===== src/rtl/conv_sequencer_if.sv =====
// Window/result handshake between the sequencer (master) and the convolution datapath (slave).
interface conv_sequencer_if #(
   parameter int K_DIM   = 3,
   parameter int OUT_DIM = 4
);
   localparam int RCW = (OUT_DIM > 1) ? $clog2(OUT_DIM) : 1;

   logic                     win_valid;
   logic                     win_ready;
   logic [K_DIM*K_DIM-1:0]   win_data;
   logic [RCW-1:0]           win_row;
   logic [RCW-1:0]           win_col;
   logic                     res_valid;
   logic                     res_bit;

   modport master (
      output win_valid, win_data, win_row, win_col,
      input  win_ready, res_valid, res_bit
   );

   modport slave (
      input  win_valid, win_data, win_row, win_col,
      output win_ready, res_valid, res_bit
   );
endinterface


===== src/rtl/conv_sequencer.sv =====
// Frame capture and raster window scan controller in front of the convolution datapath.
// Rows are latched on strobe edges; a start edge walks every KxK window and collects one bit per window.
module conv_sequencer #(
   parameter int  IMG_DIM = 6,
   parameter int  K_DIM   = 3,
   localparam int OUT_DIM = IMG_DIM - K_DIM + 1,
   localparam int RLW     = $clog2(IMG_DIM + 1)
) (
   input  logic                       clk,
   input  logic                       rst_n,
   input  logic                       ena,
   input  logic [IMG_DIM-1:0]         row_data,
   input  logic                       row_strobe,
   input  logic                       start,
   conv_sequencer_if.master           win,
   output logic [OUT_DIM*OUT_DIM-1:0] out_map,
   output logic                       out_valid,
   output logic                       done,
   output logic                       busy,
   output logic [RLW-1:0]             rows_loaded
);
   localparam int RCW = (OUT_DIM > 1) ? $clog2(OUT_DIM) : 1;
   localparam int IW  = (IMG_DIM > 1) ? $clog2(IMG_DIM) : 1;

   typedef enum logic [2:0] {S_IDLE, S_LOAD, S_READY, S_RUN, S_WAIT, S_DONE} state_t;

   state_t state, next;

   logic [IMG_DIM-1:0][IMG_DIM-1:0] img;
   logic [RCW-1:0]                  r_q, c_q;
   logic                            strobe_q, start_q;
   logic                            strobe_edge, start_edge;
   logic                            load_row, new_frame, scan_start, store, finish;
   logic                            last_win;
   logic [OUT_DIM*OUT_DIM-1:0]      hit;

   assign strobe_edge = row_strobe & ~strobe_q;
   assign start_edge  = start & ~start_q;
   assign last_win    = (r_q == RCW'(OUT_DIM-1)) && (c_q == RCW'(OUT_DIM-1));

   // Valid is gated by ena so the datapath never sees a transfer the sequencer cannot record.
   assign win.win_valid = (state == S_RUN) && ena;
   assign win.win_row   = r_q;
   assign win.win_col   = c_q;
   assign busy          = (state == S_RUN) || (state == S_WAIT);

   for (genvar k = 0; k < K_DIM; k++) begin : g_win
      logic [IW-1:0]      ri;
      logic [IMG_DIM-1:0] sh;
      assign ri = IW'(r_q) + IW'(k);
      assign sh = img[ri] >> c_q;
      assign win.win_data[k*K_DIM +: K_DIM] = sh[K_DIM-1:0];
   end

   for (genvar gr = 0; gr < OUT_DIM; gr++) begin : g_hr
      for (genvar gc = 0; gc < OUT_DIM; gc++) begin : g_hc
         assign hit[gr*OUT_DIM+gc] = (r_q == RCW'(gr)) && (c_q == RCW'(gc));
      end
   end

   always_ff @(posedge clk or negedge rst_n) begin
      if (!rst_n)   state <= S_IDLE;
      else if (ena) state <= next;
   end

   always_comb begin
      next       = state;
      load_row   = 1'b0;
      new_frame  = 1'b0;
      scan_start = 1'b0;
      store      = 1'b0;
      finish     = 1'b0;
      case (state)
         S_IDLE, S_LOAD: begin
            if (strobe_edge) begin
               load_row = 1'b1;
               next     = (rows_loaded == RLW'(IMG_DIM-1)) ? S_READY : S_LOAD;
            end
         end
         S_READY: begin
            if (start_edge) begin
               scan_start = 1'b1;
               next       = S_RUN;
            end
         end
         S_RUN: begin
            if (win.win_ready) next = S_WAIT;
         end
         S_WAIT: begin
            if (win.res_valid) begin
               store  = 1'b1;
               finish = last_win;
               next   = last_win ? S_DONE : S_RUN;
            end
         end
         S_DONE: begin
            // A new frame takes priority over a rescan when both edges coincide.
            if (strobe_edge) begin
               new_frame = 1'b1;
               next      = (IMG_DIM == 1) ? S_READY : S_LOAD;
            end else if (start_edge) begin
               scan_start = 1'b1;
               next       = S_RUN;
            end
         end
         default: next = S_IDLE;
      endcase
   end

   always_ff @(posedge clk or negedge rst_n) begin
      if (!rst_n) begin
         strobe_q    <= 1'b0;
         start_q     <= 1'b0;
         img         <= '0;
         rows_loaded <= '0;
         r_q         <= '0;
         c_q         <= '0;
         out_map     <= '0;
         out_valid   <= 1'b0;
         done        <= 1'b0;
      end else if (ena) begin
         strobe_q <= row_strobe;
         start_q  <= start;
         done     <= finish;
         if (new_frame) begin
            img         <= '0;
            img[0]      <= row_data;
            rows_loaded <= RLW'(1);
            out_valid   <= 1'b0;
         end else if (load_row) begin
            img[rows_loaded] <= row_data;
            rows_loaded      <= rows_loaded + RLW'(1);
         end
         if (scan_start) begin
            r_q       <= '0;
            c_q       <= '0;
            out_map   <= '0;
            out_valid <= 1'b0;
         end
         if (store) begin
            out_map <= win.res_bit ? (out_map | hit) : (out_map & ~hit);
            if (finish) begin
               out_valid <= 1'b1;
            end else if (c_q == RCW'(OUT_DIM-1)) begin
               c_q <= '0;
               r_q <= r_q + RCW'(1);
            end else begin
               c_q <= c_q + RCW'(1);
            end
         end
      end
   end
endmodule


===== src/flat_wrapper.sv =====
// flat-port wrapper written by rule: the top's interface ports become plain ports
module conv_sequencer_flat 
#(
   parameter int  IMG_DIM = 6,
   parameter int  K_DIM   = 3,
   localparam int OUT_DIM = IMG_DIM - K_DIM + 1,
   localparam int RLW     = $clog2(IMG_DIM + 1)
)
  (clk, rst_n, ena, row_data, row_strobe, start, out_map, out_valid, done, busy, rows_loaded, win_win_valid, win_win_data, win_win_row, win_win_col, win_win_ready, win_res_valid, win_res_bit);
  conv_sequencer_if #(.K_DIM(K_DIM), .OUT_DIM(4)) win_i ();
  input  logic clk;
  input  logic rst_n;
  input  logic ena;
  input  logic [IMG_DIM-1:0] row_data;
  input  logic row_strobe;
  input  logic start;
  output logic [OUT_DIM*OUT_DIM-1:0] out_map;
  output logic out_valid;
  output logic done;
  output logic busy;
  output logic [RLW-1:0] rows_loaded;
  output wire logic [$bits(win_i.win_valid)-1:0] win_win_valid;
  output wire logic [$bits(win_i.win_data)-1:0] win_win_data;
  output wire logic [$bits(win_i.win_row)-1:0] win_win_row;
  output wire logic [$bits(win_i.win_col)-1:0] win_win_col;
  input wire logic [$bits(win_i.win_ready)-1:0] win_win_ready;
  input wire logic [$bits(win_i.res_valid)-1:0] win_res_valid;
  input wire logic [$bits(win_i.res_bit)-1:0] win_res_bit;
  assign win_win_valid = win_i.win_valid;
  assign win_win_data = win_i.win_data;
  assign win_win_row = win_i.win_row;
  assign win_win_col = win_i.win_col;
  assign win_i.win_ready = win_win_ready;
  assign win_i.res_valid = win_res_valid;
  assign win_i.res_bit = win_res_bit;
  conv_sequencer #(.IMG_DIM(IMG_DIM), .K_DIM(K_DIM)) u_core (.clk(clk), .rst_n(rst_n), .ena(ena), .row_data(row_data), .row_strobe(row_strobe), .start(start), .win(win_i), .out_map(out_map), .out_valid(out_valid), .done(done), .busy(busy), .rows_loaded(rows_loaded));
endmodule

===== config.mk =====
export PLATFORM = sky130hd
export DESIGN_NAME = conv_sequencer_flat
export DESIGN_NICKNAME = d
export VERILOG_FILES = /design/src/rtl/conv_sequencer_if.sv /design/src/rtl/conv_sequencer.sv /design/src/flat_wrapper.sv
export SDC_FILE = /design/constraint.sdc
export NUM_CORES = 1
export LEC_CHECK = 0
export ABC_AREA = 1
export ABC_CLOCK_PERIOD_IN_PS = 2400
export CAP_MARGIN = 40
export CORE_UTILIZATION = 55
export DETAILED_ROUTE_END_ITERATION = 10
export DONT_BUFFER_PORTS = 1
export PLACE_DENSITY = 0.71
export SYNTH_ARGS = -nofsm -noshare
export SYNTH_HDL_FRONTEND = slang
export SYNTH_SLANG_ARGS = --single-unit

===== constraint.sdc =====
create_clock -name clk -period 2.4 [get_ports clk]
set_input_delay 0.24 -clock clk [delete_from_list [all_inputs] [get_ports clk]]
set_output_delay 0.24 -clock clk [all_outputs]
set_load 0.005 [all_outputs]

==> metrics <==
outcome finished, final reports clean; CTS H-tree lvls 3; vias in the first global route 3562; CP max stage delay about 0.5 ns; diode count 0; initial antenna violation count 0; hold crit path type input port to register; CTS tree built; layout cell share with drive strength beyond 1 under 10%; DP Worst Slack about 0.28 ns; peak supply drop between 0.5 and 0.6 mV; CP Class register to output port; R2R depth 8; antenna-violating nets left 0; Post-DP Area 4250 sq um; crit end category output port; Die Ht 89.7 um; hold_sp ena; Final Setup Violations 0; final worst slack about 0.16 ns; Routed WL per cell 15.5 um; GPL Wtd Cong between 0.9 and 1; CORE AREA 7330 sq um; Rel. slew slack between 50% and 60%; full die area roughly 8000 sq um; post-synthesis sequential area ratio between 30% and 40%; CP arrival roughly 2 ns; Worst Hold End u_core.strobe_q; gr usage total about 28%; setup tns final 0 ns; Synthesized Nets 632; nets ~630; Synth warnings 0; worst path required time ~2.2 ns; Final Power about 5 mW; hold depth 2; GRT Residual Overflow 0; Fin. Hold Viols 0; Setup Fix Bufs, Post-CTS 0; synthesized area about 4200 sq um; first-pass GRT wire length 18.3 mm; critical-path cell list inv_1, ha_4, inv_1, nand3_1, nand2_1, nand2_1, nand3_1, nand3_1, nand2_1; Root Driver clkbuf_8; Slew @ Worst Pin approximately 0.60 ns; CTS Sinks 66; R2R Path Start u_core.strobe_q; CP Launch Type register; CP Max Fanout 10; drt first pass iters 6; routed wire length 11.0 mm; RSZ-0062 raised after global routing false; Synth cell types 31; Clk Latency, worst-skew pair between 0.3 and 0.4 ns; Post-DP HPWL approximately 8 mm; Fin Clk Skew ~0.008 ns; gate count of the mapped netlist 608; Initial Util 57.7%; Fill cells 653; Avg Inst Size Synth about 7.0 sq um; I/O pins 50; R2R Setup Slk about 0.5 ns; reg-to-reg critical path endpoint u_core.img[20]; Max Transition Viols Final 0; vias post-DR a little under 4000; max-cap viol count 0; largest net degree at the start of global routing 67; CP max-delay cell dfrtp_1; clk slew on worst S/H paths 0.07 ns; vias per std cell roughly 5.5; first-iteration detailed-routing DRC count ~330; clock buffer depth 2; Synth-to-Final Area Change 8.22%; leakage about 2.3 nW; Fmax 0.446 GHz; die width about 90 um; crit share post-route approximately 93%; cts bufs inserted 9; Placement Rows 31; fin area ~4600 sq um; drc violations 0; final hold slack around 0.017 ns; port bufs 0; P per Cell Area 1080 nW/um^2; Final min period ~2.2 ns; #FFs+latches synth 66
## worst max-delay path: cells and delay by family, from the launching register on
family / cells / cell delay, ns
and+or+nand+nor: 6 / 0.57
DFF: 1 / 0.49
buffers and inverters: 2 / 0.28
adders and majority gates: 1 / 0.31
## logic make-up after synthesis
group                    Yosys count  share of synthesized area, %
AND/OR/NAND/NOR                  339                          34.6
AO/OA/AOI/OAI                    101                          13.7
buffers and inverters             92                          9.67
flip-flops                        66                          39.0
adder cells (fa/ha/maj)           10                          2.96
## Yosys cell counts
library cell  instances  area share [%]
nand2_1             220              20
dfrtp_1              66              39
nand3_1              61             7.2
inv_1                60             5.3
o21ai_0              48             5.7
nor2_1               32             2.8
o21ai_1              23             2.7
buf_2                12             1.4
ha_1                 10             3.0
o211ai_1              9             1.6
nand2_2               7             1.0
nand4_1               7             1.0
o21ai_2               7             1.4
o22ai_1               7             1.0
inv_2                 6            0.53
buf_6                 4             1.1
clkbuf_1              4            0.35
nand2_4               4             1.1
o21a_1                4            0.71
buf_1                 2            0.18
buf_4                 2            0.35
nand3_2               2            0.47
nor2_4                2            0.53
o221ai_1              2            0.41
a21oi_1               1            0.12
buf_8                 1            0.35
clkinv_1              1           0.089
nand3_4               1            0.41
nor2_2                1            0.15
nor3_1                1            0.12
nor3_2                1            0.24
## per-stage QoR
stage | util (%) | std cells
floorplan | - | 608
global placement | 58.0 | 689
detailed placement | 58.0 | 689
CTS | 62.1 | 708
global route | 62.5 | 708
finish | 62.5 | 708
## where the power goes
part           total, mW  internal, mW  switching (mW)
logic               1.81         0.627            1.18
registers           1.98          1.55           0.428
clock network       1.17         0.722           0.451
total               4.96          2.90            2.06
## worst max-delay path by stage
stage                     startpoint         endpoint  slack, ns  cells past startpoint
2_1_floorplan  u_core.win.win_row[0]  win_win_data[3]       0.22                     10
3_3_place_gp   u_core.win.win_row[0]  win_win_data[5]       0.36                      9
3_5_place_dp   u_core.win.win_row[1]  win_win_data[4]       0.28                      8
4_1_cts        u_core.win.win_row[1]  win_win_data[4]       0.01                      8
5_1_grt        u_core.win.win_row[0]  win_win_data[8]       0.03                      9
6_report       u_core.win.win_row[0]  win_win_data[3]       0.16                      9
## per-layer routing
metal	wire, um	share of wire (%)	global-route usage [%]
met1	5210	47	40.5
met3	706	6.4	5.67
met2	4940	45	43.2
met5	0	0	0
met4	143	1.3	8.33
## cells in the final DEF (no fill, tap or decap), drive strengths merged, types with 3 or more instances in the layout
cell type	synthesis	layout
o21a	4	4
nand4	7	7
inv	66	67
nand2	231	231
clkbuf	4	10
o211ai	9	9
o21ai	78	78
dfrtp	66	66
nor2	35	35
bufinv	0	3
clkinv	1	3
ha	10	10
buf	21	8
nand3	64	64
o22ai	7	7
## registers in the layout, summed over array words and instances, names as in the netlist
name                count
u_core.start_q          1
u_core.win.win_col      2
u_core.rows_loaded      3
u_core.win.win_row      2
u_core.state            3
u_core.strobe_q         1
u_core.out_valid        1
u_core.img             36
u_core.done             1
u_core.out_map         16
## what timing repair did
item | in CTS | in global routing
endpoints found under the setup margin | 3 | 6
hold buffers | 3 | 0
resized for setup | 1 | 8
endpoints found under the hold margin | 67 | 0
## area by class of cell
type,instances,area [sq um],area share (%)
clock buffer,10,138,3.01
clock inverter,6,113,2.46
inverter,67,251,5.49
multi-input combinational,450,2190,47.9
sequential,66,1650,36.1
tap,99,124,2.70
timing repair buffer,10,108,2.35
No activity file was read; power rests on OpenSTA's default activity.
